--- config.mk ---
export PLATFORM = sky130hd
export DESIGN_NAME = gsim_update_pe_flat
export DESIGN_NICKNAME = d
export VERILOG_FILES = /design/src/rtl/gsim_pkg.sv /design/src/rtl/gsim_update_pe_if.sv /design/src/rtl/gsim_sat.sv /design/src/rtl/gsim_update_pe.sv /design/src/flat_wrapper.sv
export SDC_FILE = /design/constraint.sdc
export NUM_CORES = 1
export LEC_CHECK = 0
export ABC_AREA = 1
export BUFFER_PORTS_ARGS = -buffer_cell sky130_fd_sc_hd__buf_2
export CORE_MARGIN = 5
export CORE_UTILIZATION = 68
export CTS_CLUSTER_DIAMETER = 100
export DETAILED_ROUTE_END_ITERATION = 8
export PLACE_DENSITY = 0.89
export SYNTH_ARGS = -nofsm -noshare
export SYNTH_HDL_FRONTEND = slang
export SYNTH_HIERARCHICAL = 1
export SYNTH_SLANG_ARGS = --single-unit
--- constraint.sdc ---
create_clock -name clk -period 9.19 [get_ports clk]
set_clock_uncertainty 0.1 [all_clocks]
set_input_delay 0.919 -clock clk [delete_from_list [all_inputs] [get_ports clk]]
set_output_delay 0.919 -clock clk [all_outputs]
set_load 0.03 [all_outputs]
--- src/rtl/gsim_pkg.sv ---
// Shared constants and types for the Gauss-Seidel update datapath.
// Default widths, the 1/20 reciprocal and stencil coefficients live here.
package gsim_pkg;
  localparam int DEF_BIT_WIDTH = 32;
  localparam int DEF_FRAC      = 16;
  localparam int DEF_B_WIDTH   = 16;
  localparam int N_X           = 16;
  localparam int IDX_W         = $clog2(N_X);
  localparam int INV20_Q16     = 3277;
  localparam int INV_SH        = 16;
  localparam int C13           = 13;
  localparam int C6            = 6;
  localparam int C1            = 1;

  typedef logic [IDX_W-1:0] idx_t;
endpackage

--- src/rtl/gsim_update_pe_if.sv ---
// Neighbour/b input bundle and result bundle of the update element.
// master drives the stencil inputs, slave is the update element.
interface gsim_update_pe_if
  import gsim_pkg::*;
#(
  parameter int BIT_WIDTH = DEF_BIT_WIDTH,
  parameter int B_WIDTH   = DEF_B_WIDTH
) ();
  logic                        in_valid;
  logic signed [B_WIDTH-1:0]   b_in;
  logic signed [BIT_WIDTH-1:0] x1;
  logic signed [BIT_WIDTH-1:0] x2;
  logic signed [BIT_WIDTH-1:0] x3;
  logic signed [BIT_WIDTH-1:0] x4;
  logic signed [BIT_WIDTH-1:0] x5;
  logic signed [BIT_WIDTH-1:0] x6;
  logic                        out_valid;
  logic signed [BIT_WIDTH-1:0] x_out;
  idx_t                        out_idx;

  modport master (
    output in_valid, b_in,
    output x1, x2, x3, x4, x5, x6,
    input  out_valid, x_out, out_idx
  );

  modport slave (
    input  in_valid, b_in,
    input  x1, x2, x3, x4, x5, x6,
    output out_valid, x_out, out_idx
  );
endinterface

--- src/rtl/gsim_sat.sv ---
// Combinational signed saturation from IN_W bits down to OUT_W bits.
// Clamps to the most positive / most negative OUT_W value on overflow.
module gsim_sat #(
  parameter int IN_W  = 52,
  parameter int OUT_W = 32
) (
  input  logic signed [IN_W-1:0]  i_d,
  output logic signed [OUT_W-1:0] o_q
);
  logic [IN_W-OUT_W:0] w_hi;
  logic                w_ovf;

  // In range iff all bits above the result sign agree with it
  assign w_hi  = i_d[IN_W-1:OUT_W-1];
  assign w_ovf = !((&w_hi) || !(|w_hi));

  always_comb begin
    o_q = i_d[OUT_W-1:0];
    if (w_ovf) begin
      o_q = i_d[IN_W-1] ? {1'b1, {(OUT_W-1){1'b0}}}
                        : {1'b0, {(OUT_W-1){1'b1}}};
    end
  end
endmodule

--- src/rtl/gsim_update_pe.sv ---
// Gauss-Seidel update element: x = (b + 13s1 - 6s2 + s3) / 20.
// Three-stage pipeline, full throughput, tags each result with its index.
module gsim_update_pe
  import gsim_pkg::*;
#(
  parameter int BIT_WIDTH = DEF_BIT_WIDTH,
  parameter int FRAC      = DEF_FRAC,
  parameter int B_WIDTH   = DEF_B_WIDTH
) (
  input logic             clk,
  input logic             rst_n,
  input logic             clear,
  gsim_update_pe_if.slave bus
);
  localparam int SW    = BIT_WIDTH + 1;
  localparam int ACC_W = BIT_WIDTH + 7;
  localparam int PW    = ACC_W + 13;
  localparam int RND   = 1 << (INV_SH - 1);

  function automatic logic signed [ACC_W-1:0] f_shadd(
    input logic signed [ACC_W-1:0] s,
    input logic [3:0]              c
  );
    f_shadd = '0;
    for (int k = 0; k < 4; k++) begin
      if (c[k]) f_shadd = f_shadd + (s <<< k);
    end
  endfunction

  logic                        r_v1;
  logic signed [SW-1:0]        r_s12;
  logic signed [SW-1:0]        r_s34;
  logic signed [SW-1:0]        r_s56;
  logic signed [ACC_W-1:0]     r_bq;
  logic                        r_v2;
  logic signed [ACC_W-1:0]     r_acc;
  logic                        r_ov;
  logic signed [BIT_WIDTH-1:0] r_xo;
  idx_t                        r_idx;

  logic signed [SW-1:0]        w_s12;
  logic signed [SW-1:0]        w_s34;
  logic signed [SW-1:0]        w_s56;
  logic signed [ACC_W-1:0]     w_bq;
  logic signed [ACC_W-1:0]     w_acc;
  logic signed [PW-1:0]        w_p;
  logic signed [PW-1:0]        w_r;
  logic signed [BIT_WIDTH-1:0] w_sat;

  assign w_s12 = SW'(bus.x1) + SW'(bus.x2);
  assign w_s34 = SW'(bus.x3) + SW'(bus.x4);
  assign w_s56 = SW'(bus.x5) + SW'(bus.x6);
  assign w_bq  = ACC_W'(bus.b_in) <<< FRAC;

  assign w_acc = r_bq
               + f_shadd(ACC_W'(r_s12), 4'(C13))
               - f_shadd(ACC_W'(r_s34), 4'(C6))
               + f_shadd(ACC_W'(r_s56), 4'(C1));

  // Divide by 20 as a Q16 reciprocal multiply, round half up
  assign w_p = PW'(r_acc) * PW'(INV20_Q16);
  assign w_r = (w_p + PW'(RND)) >>> INV_SH;

  gsim_sat #(
    .IN_W  (PW),
    .OUT_W (BIT_WIDTH)
  ) u_sat (
    .i_d (w_r),
    .o_q (w_sat)
  );

  always_ff @(posedge clk or negedge rst_n) begin
    if (!rst_n) begin
      r_v1  <= 1'b0;
      r_s12 <= '0;
      r_s34 <= '0;
      r_s56 <= '0;
      r_bq  <= '0;
      r_v2  <= 1'b0;
      r_acc <= '0;
      r_ov  <= 1'b0;
      r_xo  <= '0;
      r_idx <= '0;
    end else begin
      r_v1 <= bus.in_valid & ~clear;
      r_v2 <= r_v1 & ~clear;
      r_ov <= r_v2 & ~clear;
      if (bus.in_valid) begin
        r_s12 <= w_s12;
        r_s34 <= w_s34;
        r_s56 <= w_s56;
        r_bq  <= w_bq;
      end
      if (r_v1) r_acc <= w_acc;
      if (r_v2 && !clear) r_xo <= w_sat;
      if (clear) r_idx <= '0;
      else if (r_ov) r_idx <= idx_t'(r_idx + 1'b1);
    end
  end

  assign bus.out_valid = r_ov;
  assign bus.x_out     = r_xo;
  assign bus.out_idx   = r_idx;
endmodule

--- src/flat_wrapper.sv ---
// flat-port wrapper written by rule: the top's interface ports become plain ports
module gsim_update_pe_flat import gsim_pkg::*;
#(
  parameter int BIT_WIDTH = DEF_BIT_WIDTH,
  parameter int FRAC      = DEF_FRAC,
  parameter int B_WIDTH   = DEF_B_WIDTH
)
  (clk, rst_n, clear, bus_in_valid, bus_b_in, bus_x1, bus_x2, bus_x3, bus_x4, bus_x5, bus_x6, bus_out_valid, bus_x_out, bus_out_idx);
  gsim_update_pe_if #(.BIT_WIDTH(BIT_WIDTH), .B_WIDTH(B_WIDTH)) bus_i ();
  input logic clk;
  input logic rst_n;
  input logic clear;
  input wire logic [$bits(bus_i.in_valid)-1:0] bus_in_valid;
  input wire logic [$bits(bus_i.b_in)-1:0] bus_b_in;
  input wire logic [$bits(bus_i.x1)-1:0] bus_x1;
  input wire logic [$bits(bus_i.x2)-1:0] bus_x2;
  input wire logic [$bits(bus_i.x3)-1:0] bus_x3;
  input wire logic [$bits(bus_i.x4)-1:0] bus_x4;
  input wire logic [$bits(bus_i.x5)-1:0] bus_x5;
  input wire logic [$bits(bus_i.x6)-1:0] bus_x6;
  output wire logic [$bits(bus_i.out_valid)-1:0] bus_out_valid;
  output wire logic [$bits(bus_i.x_out)-1:0] bus_x_out;
  output wire logic [$bits(bus_i.out_idx)-1:0] bus_out_idx;
  assign bus_i.in_valid = bus_in_valid;
  assign bus_i.b_in = bus_b_in;
  assign bus_i.x1 = bus_x1;
  assign bus_i.x2 = bus_x2;
  assign bus_i.x3 = bus_x3;
  assign bus_i.x4 = bus_x4;
  assign bus_i.x5 = bus_x5;
  assign bus_i.x6 = bus_x6;
  assign bus_out_valid = bus_i.out_valid;
  assign bus_x_out = bus_i.x_out;
  assign bus_out_idx = bus_i.out_idx;
  gsim_update_pe #(.BIT_WIDTH(BIT_WIDTH), .FRAC(FRAC), .B_WIDTH(B_WIDTH)) u_core (.clk(clk), .rst_n(rst_n), .clear(clear), .bus(bus_i));
endmodule
==> out/qor_table.md, run 1 <==
| Stage | Metric | This run |
|---|---|---|
| run status | Run status | completed |
| synth | EDFF count, synth | 0 |
| synth | Most used flip-flop cell after synthesis | dfrtp_1 |
| job | Number of max-cap violations | 0 |
| global routing | Wire length of the first global-routing pass | 139,000 µm |
| synth | FFs w/ async S/R, synth | 1.00 |
| worst setup path | Startpoint Class | flop |
| route | Drt first-iter violations | 2,099 |
| route | Overall routed net length | 85,000 µm |
| placement | DP HPWL | 71,800 µm |
| worst setup path | Cells along the critical path | ha_1, fa_1, inv_1, fa_1, fa_1, fa_1, inv_1, ha_1, ha_1, a21oi_1, a21boi_0, o21ai_0, o21bai_1, nand3_1, nand2_1, nand2_1, or2_0, nor2_1, nand3_2, nand3_2, nand2_1, nand2_1, nand2_1 |
| worst hold path | Path category of the worst min-delay check | in -> async |
| timing | Hold Fails Final Rpt | 0 |
| synth | Top cells by area in the synthesized netlist | fa_1 (22%), dfrtp_1 (16%), ha_1 (15%), nand2_1 (13%), inv_1 (10%) |
| synth | Mapped Cells | 4,028 |
| route | Antenna Violating Nets Remaining | 0 |
| synth | Average cell area after synthesis | 7.36 µm² |
| synth | Fraction of the mapped netlist area in simple logic gates | 0.238 |
| worst setup path | Data arrival at the endpoint of the critical path | 7280 ps |
| global routing | Global route overflow | 0 |
| clock network | CTS tree | done |
| synth | Largest family of logic cells by synthesized area | adder cells |
| clock network | Number of buffers on the longest clock path | 2 |
| die | Std cell rows | 76 |
| route | Average vias per placed instance | 5.63 |
| synth | Adder and majority cell fraction of the synthesized area | 0.369 |
| timing | Achievable Freq | 142 MHz |
| worst setup path | Most frequent cell on the critical path | nand2_1 |
| timing | Max-slew headroom at the worst pin | 0.220 |
| route | Mean routed wirelength per cell | 17.5 µm |
| synth | Synth Warn # | 6 |
| route | Overall via count from detail_route | 27,300 |
| placement | Count of buffers from port buffering | 248 |
| route | Number of detailed-routing iterations run before antenna repair | 6 |
| cells and area | Share of layout cells above drive strength 1 | 0.0821 |
| synth | Net count after synthesis | 4,917 |
| route | Drt drc | 0 |
| synth | Area fraction in compound gates after synthesis | 0.0976 |
| die | Initial standard-cell utilization of the core | 0.688 |
| timing | Final min period | 7030 ps |
| clock network | Number of gates resized after cts | 0 |
| timing | Setup total negative slack | 0 ps |
| worst setup path | Worst stage delay on the critical path | 570 ps |
| global routing | Pin count of the biggest net entering global routing | 126 |
| clock network | Clock Root Buffer | clkbuf_16 |
| timing | Slew at the pin with the worst max-slew slack | 1170 ps |
| clock network | Number of sinks driven by the clock tree | 193 |
| die | Number of ports placed on the die boundary | 249 |
| global routing | Total Routing Usage GR | 0.363 |
| placement | Cell Area, Placed | 31,400 µm² |
| synth | Multiplexer area fraction after synthesis | 0 |
| clock network | CTS H-tree depth | 4 |
| clock network | Clock-pin transition on the worst setup and hold timing paths | 80 ps |
| worst setup path | CP max FO | 36 |
| synth | Biggest area consumer among synthesized cells | fa_1 |
| timing | Slew Viols, Final | 0 |
| clock network | Number of buffers inserted by post-CTS setup repair | 0 |
| cells and area | Count of filler cells inserted in the layout | 3,488 |
| placement | Final weighted congestion of routability-driven global placement | 0.987 |
| worst setup path | Worst setup path category | reg -> reg |
| clock network | Number of hold buffers added after cts | 0 |
| synth | Area fraction of the dominant cell type after synthesis | 0.223 |
| cells and area | Net count reported at finish | 5,141 |
| cells and area | Layout Area Growth over Synthesis | 8.01% |
| die | Die Area | 47,900 µm² |
| global routing | Number of global-route vias before repair | 28,500 |
| timing | Setup repair after global routing missed its margin | no |
| clock network | Clock latency at the later pin of the worst-skew pair | 470 ps |
| worst setup path | Slowest cell on the critical path | fa_1 |
| die | Horizontal die dimension | 219 µm |
| worst setup path | Worst Path Required | 9440 ps |
| cells and area | Number of diodes added for antenna fixing | 0 |
| synth | Post-Synth XOR/XNOR Area | 0.0219 |
| synth | Cell area after technology mapping | 29,600 µm² |
| synth | Seq/Total Area, Yosys | 0.163 |
| cells and area | Final instance area | 32,000 µm² |
| synth | Count of cell types in the netlist | 50 |
| clock network | Cts bufs inserted | 17 |
| timing | Period utilisation layout | 0.765 |
| global routing | Number of antenna violations at the first check in global routing | 1 |
| die | CORE AREA | 43,100 µm² |
| worst setup path | Kind of end point of the critical path | flop |
| timing | Final setup viols | 0 |
| synth | Yosys reg bits | 193 |
| die | Die Height | 219 µm |
[cell usage in the layout, fill, tap and decap left out, drive strengths merged]
cell | netlist | final
xnor2 | 45 | 45
and2 | 2 | 2
ha | 347 | 347
o31ai | 1 | 1
clkinv | 1 | 4
buf | 12 | 252
nor4 | 9 | 9
clkinvlp | 0 | 2
nand4 | 30 | 30
a211oi | 1 | 1
nand2 | 1060 | 1060
or2 | 23 | 23
o21ai | 207 | 207
fa | 330 | 330
xor2 | 29 | 29
a21oi | 247 | 247
inv | 804 | 811
o21a | 17 | 17
nor3 | 34 | 34
bufinv | 0 | 1
a21o | 24 | 24
o21bai | 13 | 13
o22ai | 6 | 6
clkbuf | 36 | 19
nand3 | 194 | 194
a21boi | 4 | 4
nor3b | 1 | 1
o211ai | 5 | 5
a31oi | 8 | 8
dfrtp | 193 | 193
nor2 | 314 | 314
nand3b | 31 | 31
[cell families after synthesis]
kind of cell | Yosys count
adders and majority gates | 677
AOI/OAI and AO/OA | 533
DFF | 193
buffers and inverters | 853
xor gates and xnor gates | 74
and+or+nand+nor | 1698
[synthesized netlist by cell type, drive strengths merged (8+ instances only)]
library cell  number
o21bai            13
xnor2             45
nand3            194
o21a              17
inv              804
ha               347
dfrtp            193
a21oi            247
buf               12
nand3b            31
nor3              34
nand4             30
o21ai            207
or2               23
fa               330
nor4               9
nor2             314
clkbuf            36
xor2              29
nand2           1060
a21o              24
a31oi              8
[per-layer routing]
layer,wire [µm],GRT usage,share of wire,vias to the layer above
met2,42100,0.642,0.49,1051
li1,-,-,-,13000
met4,5340,0.189,0.063,2
met3,5020,0.0447,0.059,291
met5,7,0,0.000082,-
met1,32600,0.435,0.38,12900
[critical path, delay by kind of cell, from the launching register on]
| kind | cells | cell delay [ps] |
|---|---|---|
| fa+ha+maj | 7 | 3110 |
| simple gates | 10 | 2150 |
| compound gates | 4 | 910 |
| flops | 1 | 490 |
| buf+inv | 2 | 140 |
[metrics by stage]
stage | std cells | hold slack (ps) | setup slack (ps) | util
floorplan | 4028 | 346 | 3370 | -
global placement | 4818 | 339 | 2560 | 0.730
detailed placement | 4818 | 356 | 2370 | 0.730
CTS | 4849 | 319 | 2240 | 0.743
global route | 4849 | 348 | 1580 | 0.743
finish | 4849 | 329 | 2160 | 0.743
[flip-flops by register name, indices dropped and copies added, names as in the netlist]
signal and count:
u_core/bus.out_valid 1, u_core/r_s12 33, u_core/bus.out_idx 4, u_core/r_acc 39, u_core/r_v1 1, u_core/r_v2 1, u_core/r_s34 33, u_core/r_s56 33
u_core/r_bq 16, u_core/bus.x_out 32
[path summary, 6_finish.rpt]
kind / start / depth (start not counted) / slack [ps] / end
worst max-delay path: u_core/r_acc[23] / 23 / 2160 / u_core/bus.x_out[22]
worst min-delay path: rst_n / 1 / 330 / u_core/r_acc[9]
worst max register to register: u_core/r_acc[23] / 23 / 2160 / u_core/bus.x_out[22]
worst min register to register: u_core/bus.out_idx[3] / 1 / 360 / u_core/bus.out_idx[3]
max in group asynchronous: rst_n / 2 / 7380 / u_core/r_s12[27]
min in group clk: u_core/bus.out_idx[3] / 1 / 360 / u_core/bus.out_idx[3]
[layout make-up]
type	count	area, µm²	share of cell area
clock buffers	18	439	0.0137
clock inverters	13	141	0.00442
inverters	805	3030	0.0945
multi-input cells	2982	21600	0.673
flip-flops and latches	193	4830	0.151
well taps	585	732	0.0229
repair buffers	253	1290	0.0403
Power of run 1 is not shown: default switching activity piles up to over one toggle a cycle in this logic, so the estimate is an artifact.
==> run 2, diff against run 1 <==
Settings changed: CORE_UTILIZATION 68 to 57, PLACE_DENSITY 0.89 to 0.8.
Clock period 9.19 ns to 6.2 ns, I/O delays scaled along.
==> run 2 against run 1 <==
Effect of this change: sequential share of layout area decreased by 0.32 points; global-route usage fell by 7.6 points; critical path depth grew 4; register-to-register slack lost 1900 ps; worst hold slack worse by 260 ps; sequential cell count unchanged; die area is 18% higher.
==> out/qor_table.md, run 2 (synthesized netlist as in run 1, its figures left out) <==
| Stage | Metric | This run | Delta |
|---|---|---|---|
| worst setup path | Startpoint Class | flop |  |
| worst setup path | Data arrival at the endpoint of the critical path | 6270 ps | -1010 ps |
| die | Number of ports placed on the die boundary | 249 | unchanged |
| placement | Number of placed instances with taps included | 4,931 | +2.3% |
| timing | Final min period | 5960 ps | -1060 ps |
| route | Overall via count from detail_route | 26,600 | -2.7% |
| route | Mean routed wirelength per cell | 16.4 µm | -6.2% |
| clock network | Cts bufs inserted | 17 | unchanged |
| cells and area | Number of flip-flops under the largest register name | 39 | unchanged |
| global routing | Number of antenna violations at the first check in global routing | 1 | unchanged |
| global routing | Total Routing Usage GR | 0.287 | -0.0756 |
| die | Std cell rows | 83 | +9.2% |
| die | CORE AREA | 51,400 µm² | +19% |
| cells and area | Share of layout cells above drive strength 1 | 0.114 | +0.0318 |
| timing | Max-slew headroom at the worst pin | 0.277 | +0.0568 |
| global routing | Wire length of the first global-routing pass | 133,000 µm | -4.7% |
| placement | Worst setup slack before clock tree synthesis | 180 ps | -2190 ps |
| route | Drt first-iter violations | 1,468 | -30% |
| route | Average vias per placed instance | 5.32 | -5.5% |
| clock network | Clock Root Buffer | clkbuf_16 |  |
| job | Number of max-cap violations | 0 | unchanged |
| clock network | Number of sinks driven by the clock tree | 193 | unchanged |
| clock network | CTS H-tree depth | 4 | unchanged |
| die | Horizontal die dimension | 238 µm | +8.8% |
| clock network | Clock-pin transition on the worst setup and hold timing paths | 90 ps | about the same |
| route | Drt drc | 0 | unchanged |
| clock network | Clock latency at the later pin of the worst-skew pair | 480 ps | about the same |
| timing | Slew at the pin with the worst max-slew slack | 1080 ps | -86.4 ps |
| timing | Period utilisation layout | 0.962 | +0.197 |
| cells and area | Non-filler cells in the finished layout | 4,991 | +2.9% |
| clock network | Number of buffers on the longest clock path | 2 | unchanged |
| clock network | Number of hold buffers added after cts | 0 | unchanged |
| route | Antenna Violating Nets Remaining | 0 | unchanged |
| timing | Slew Viols, Final | 0 | unchanged |
| cells and area | Leading cell type in the layout, fill and taps excluded | nand2_1 |  |
| die | Die Area | 56,700 µm² | +18% |
| worst setup path | Worst Path Required | 6510 ps | -2930 ps |
| cells and area | Top register by number of flip-flops | u_core/r_acc |  |
| timing | Hold Fails Final Rpt | 0 | unchanged |
| worst setup path | Kind of end point of the critical path | flop |  |
| timing | Setup total negative slack | 0 ps | unchanged |
| cells and area | Layout Area Growth over Synthesis | 11.2% |  |
| cells and area | Number of diodes added for antenna fixing | 0 | unchanged |
| timing | Least setup slack across all paths after layout | 236 ps | -1930 ps |
| placement | Count of buffers from port buffering | 248 | unchanged |
| global routing | Global route overflow | 0 | unchanged |
| cells and area | Net count reported at finish | 5,187 | +0.89% |
| timing | Final setup viols | 0 | unchanged |
| die | Die Height | 238 µm | +8.8% |
| global routing | Number of global-route vias before repair | 27,000 | -5.3% |
| worst hold path | Path category of the worst min-delay check | in -> async |  |
| placement | Final weighted congestion of routability-driven global placement | 0.959 | -2.8% |
| timing | Achievable Freq | 168 MHz | +18% |
| placement | DP HPWL | 70,100 µm | -2.3% |
| worst setup path | CP max FO | 18 | -50% |
| cells and area | Count of filler cells inserted in the layout | 4,676 | +34% |
| global routing | Pin count of the biggest net entering global routing | 85 | -33% |
| run status | Run status | completed |  |
| clock network | CTS tree | done |  |
| cells and area | Commonest cells after routing, fill and taps aside | nand2_1 (1,042), inv_1 (798), fa_1 (330) |  |
| route | Overall routed net length | 82,000 µm | -3.5% |
| route | Number of detailed-routing iterations run before antenna repair | 5 | -1 |
| die | Initial standard-cell utilization of the core | 0.577 | -0.111 |
| worst setup path | Worst setup path category | reg -> reg |  |
## run 2: cell types whose count changed in the layout (fill, tap and decap cells not counted), moves of 11 or more
| cell | previous run | this run |
|---|---|---|
| ha_1 | 347 | 319 |
| buf_4 | 6 | 46 |
| ha_4 | 0 | 17 |
| a21oi_2 | 4 | 19 |
| a21oi_1 | 243 | 228 |
| nor2_1 | 303 | 289 |
| dfrtp_1 | 193 | 165 |
| dfrtp_2 | 0 | 28 |
| nor2_2 | 11 | 24 |
| ha_2 | 0 | 11 |
## run 2: path summary, 6_finish.rpt
| kind | from | endpoint | slack [ps] | depth (start not counted) |
|---|---|---|---|---|
| worst max-delay path | u_core/r_acc[20] | u_core/bus.x_out[1] | 240 | 27 |
| worst min-delay path | rst_n | u_core/bus.x_out[19] | 60 | 1 |
| worst max register to register | u_core/r_acc[20] | u_core/bus.x_out[1] | 240 | 27 |
| worst min register to register | u_core/bus.out_idx[3] | u_core/bus.out_idx[3] | 360 | 1 |
| max in group asynchronous | rst_n | u_core/r_s12[22] | 4670 | 2 |
| min in group clk | clear | u_core/r_v1 | 260 | 2 |
## run 2: worst max-delay path: stages, from the launching register on
cell and delay (ps):
dfrtp_2 480, ha_1 350, fa_1 470, fa_1 490
inv_1 50, fa_1 450, fa_1 490, inv_1 40
ha_1 270, ha_1 350, a21oi_1 250, o21a_1 190
o21ai_1 100, o21bai_1 210, nand3_1 90, nand2_1 80
nand2_2 100, clkbuf_16 190, nor2_1 130, nand2_1 80
nor2_1 140, nand3_2 170, buf_12 180, nand2_4 170
nand2_1 90, nand2_1 70, nand2_1 50, nand2_1 90
## run 2: layer usage
| layer | vias up | track usage | routed length, µm |
|---|---|---|---|
| li1 | 13100 | - | - |
| met1 | 12500 | 0.358 | 34000 |
| met2 | 715 | 0.513 | 41000 |
| met3 | 176 | 0.0306 | 3560 |
| met4 | 0 | 0.114 | 3570 |
| met5 | - | 0 | 0 |
## run 2: what timing repair did
item / in CTS / in global routing
resized for setup: 0 / 117
setup buffers: 0 / 26
setup endpoints to repair: 0 / 31
## run 2: through the flow
stage	hold slack, ps	cell area (µm²)	utilization
final	63.7	32900	0.641
after global routing	103	32900	0.641
after CTS	55.2	32300	0.628
after detailed placement	352	31700	0.617
after global placement	345	31700	0.617
after floorplan	224	29600	-
## run 2: cell type report
cell class | count | area (µm²) | share of cell area
tap | 680 | 851 | 0.0258
sequential | 193 | 4860 | 0.148
timing repair buffer | 298 | 1680 | 0.0510
clock buffer | 18 | 429 | 0.0130
multi-input combinational | 2983 | 21900 | 0.666
clock inverter | 14 | 143 | 0.00433
inverter | 805 | 3030 | 0.0919
Power of run 2 is left out for the same reason.
==> run 3, diff against run 2 <==
Settings changed: BUFFER_PORTS_ARGS -buffer_cell sky130_fd_sc_hd__buf_2 to unset, CORE_UTILIZATION 57 to 61, DONT_BUFFER_PORTS set to 1.
==> run 3 against run 2 <==
Effect of this change: the flow now finishes with violations (hold timing); worst hold slack worse by 130 ps; critical path depth is 2 higher; maximum frequency is 1.1% higher; first-iteration DRC count stayed put; register-to-register slack better by 70 ps; critical path type unchanged; non-clock buffer count is 253 lower.
==> out/qor_table.md, run 3 (synthesized netlist as in run 1, its figures left out) <==
| Stage | Metric | This run | Delta |
|---|---|---|---|
| run status | Run status | complete, but fails checks |  |
| run status | Violated checks | hold timing |  |
| cells and area | Leading cell type in the layout, fill and taps excluded | nand2_1 |  |
| cells and area | Number of flip-flops under the largest register name | 39 | unchanged |
| die | Die Height | 230 µm | -3.2% |
| worst setup path | Data arrival at the endpoint of the critical path | 6210 ps | -60 ps |
| timing | Slew Viols, Final | 0 | unchanged |
| global routing | Wire length of the first global-routing pass | 131,000 µm | -1.3% |
| route | Average vias per placed instance | 5.49 | +3.1% |
| clock network | CTS H-tree depth | 4 | unchanged |
| worst setup path | Capturing element of the worst setup path | u_core/bus.x_out[16] |  |
| route | Overall routed net length | 80,600 µm | -1.7% |
| worst setup path | Startpoint Class | flop |  |
| worst setup path | Reg2reg start | u_core/r_acc[27] |  |
| timing | Achievable Freq | 170 MHz | +1.1% |
| placement | Final weighted congestion of routability-driven global placement | 0.986 | +2.9% |
| worst setup path | CP max FO | 15 | -3 |
| timing | Setup total negative slack | 0 ps | unchanged |
| placement | Count of buffers from port buffering | 0 | -100% |
| clock network | Clock latency at the later pin of the worst-skew pair | 480 ps | about the same |
| timing | Hold WS | -70.5 ps | -134 ps |
| clock network | Number of buffers on the longest clock path | 2 | unchanged |
| worst setup path | Worst stage delay on the critical path | 490 ps | about the same |
| global routing | Pin count of the biggest net entering global routing | 194 | +130% |
| cells and area | Top register by number of flip-flops | u_core/r_acc |  |
| clock network | Clock Root Buffer | clkbuf_16 |  |
| job | Number of max-cap violations | 0 | unchanged |
| route | Number of detailed-routing iterations run before antenna repair | 5 | unchanged |
| placement | Worst setup slack before clock tree synthesis | 109 ps | -71.1 ps |
| cells and area | Layout Area Growth over Synthesis | 6.64% |  |
| worst setup path | Worst Path Required | 6510 ps | about the same |
| worst setup path | Worst setup slack for register-to-register paths | 300 ps | +70 ps |
| cells and area | Count of filler cells inserted in the layout | 4,198 | -10% |
| timing | Period utilisation layout | 0.951 | -0.0107 |
| timing | Slew at the pin with the worst max-slew slack | 1200 ps | +120 ps |
| route | Overall via count from detail_route | 25,600 | -3.5% |
| die | Initial standard-cell utilization of the core | 0.618 | +0.0416 |
| timing | Hold Fails Final Rpt | 17 | +17 |
| worst setup path | Kind of end point of the critical path | flop |  |
| die | Die Area | 53,100 µm² | -6.3% |
| cells and area | Net count reported at finish | 4,934 | -4.9% |
| die | Number of ports placed on the die boundary | 249 | unchanged |
| worst setup path | Worst setup path category | reg -> reg |  |
| cells and area | Share of layout cells above drive strength 1 | 0.0584 | -0.0555 |
| placement | DP HPWL | 68,600 µm | -2.2% |
| timing | Least setup slack across all paths after layout | 302 ps | +66.1 ps |
| route | Antenna Violating Nets Remaining | 0 | unchanged |
| route | Mean routed wirelength per cell | 17.2 µm | +4.9% |
| die | CORE AREA | 47,900 µm² | -6.7% |
| worst setup path | Length in cells of the worst reg-to-reg path | 29 | +7.4% |
| timing | Final min period | 5900 ps | -66.1 ps |
| die | Std cell rows | 80 | -3.6% |
| die | Horizontal die dimension | 230 µm | -3.2% |
| clock network | CTS tree | done |  |
| route | Drt first-iter violations | 1,468 | unchanged |
| cells and area | Commonest cells after routing, fill and taps aside | nand2_1 (1,042), inv_1 (797), fa_1 (329) |  |
| global routing | Global route overflow | 0 | unchanged |
| timing | Final setup viols | 0 | unchanged |
| clock network | Number of sinks driven by the clock tree | 193 | unchanged |
| worst setup path | Most frequent cell on the critical path | nand2_1 |  |
| worst hold path | Path category of the worst min-delay check | in -> async |  |
| global routing | Number of global-route vias before repair | 26,300 | -2.4% |
| clock network | Cts bufs inserted | 17 | unchanged |
| worst setup path | R2r endpoint | u_core/bus.x_out[16] |  |
| global routing | Number of antenna violations at the first check in global routing | 8 | +7 |
| worst setup path | Startpoint of the most critical setup path | u_core/r_acc[27] |  |
| timing | Max-slew headroom at the worst pin | 0.197 | -0.0793 |
| clock network | Clock-pin transition on the worst setup and hold timing paths | 80 ps | about the same |
| global routing | Total Routing Usage GR | 0.304 | +0.0173 |
| route | Drt drc | 0 | unchanged |
| worst setup path | Slowest cell on the critical path | fa_1 |  |
==> run 3: changes by cell type in the layout (fill, tap and decap cells not counted), sizes merged <==
cell	delta
buf	-252
inv	+1
diode	+3
clkbuf	-1
clkinv	-2
==> run 3: how the worst min path moves through the flow <==
stage / from / slack (ps) / end / depth (start not counted)
detailed placement: rst_n / 230 / u_core/bus.x_out[2] / 0
floorplan: rst_n / 220 / u_core/bus.out_idx[0] / 0
CTS: clear / 70 / u_core/bus.out_idx[1] / 1
global route: rst_n / 50 / u_core/bus.x_out[8] / 1
finish: rst_n / -70 / u_core/bus.x_out[8] / 1
global placement: rst_n / 230 / u_core/bus.x_out[2] / 0
==> run 3: metal layers <==
| layer | wire, µm | GRT usage | vias up |
|---|---|---|---|
| met1 | 33200 | 0.378 | 12100 |
| met2 | 40300 | 0.541 | 697 |
| met4 | 3430 | 0.114 | 10 |
| li1 | - | - | 12700 |
| met3 | 3680 | 0.0436 | 189 |
| met5 | 68 | 0 | - |
==> run 3: area by class of cell <==
class | instances | area [µm²] | share of cell area
Antenna cell | 3 | 7.51 | 0.000238
Clock buffer | 18 | 439 | 0.0139
Clock inverter | 13 | 120 | 0.00380
Inverter | 805 | 3030 | 0.0957
Multi-Input combinational cell | 2983 | 22000 | 0.695
Sequential cell | 193 | 4860 | 0.154
Tap cell | 615 | 769 | 0.0243
Timing Repair Buffer | 45 | 404 | 0.0128
==> run 3: repair_timing <==
| item | 4_1_cts | 5_1_grt |
|---|---|---|
| setup buffers | 0 | 16 |
| hold buffers | 1 | 0 |
| endpoints found under the setup margin | 0 | 31 |
| hold endpoints to repair | 193 | 0 |
| gates resized for setup | 0 | 123 |
==> run 3: worst max-delay path, delay by kind of cell, from the launching register on <==
kind | cells | cell delay, ps
simple gates | 18 | 2220
fa+ha+maj | 7 | 2850
buf+inv | 4 | 220
flops | 1 | 440
==> run 3: metrics by stage <==
| step | util | cells | cell area, µm² |
|---|---|---|---|
| finish | 0.659 | 4675 | 31600 |
| global route | 0.659 | 4672 | 31600 |
| CTS | 0.646 | 4654 | 31000 |
| detailed placement | 0.634 | 4622 | 30400 |
| global placement | 0.634 | 4622 | 30400 |
| floorplan | - | 4028 | 29600 |
Power of run 3 is left out for the same reason.
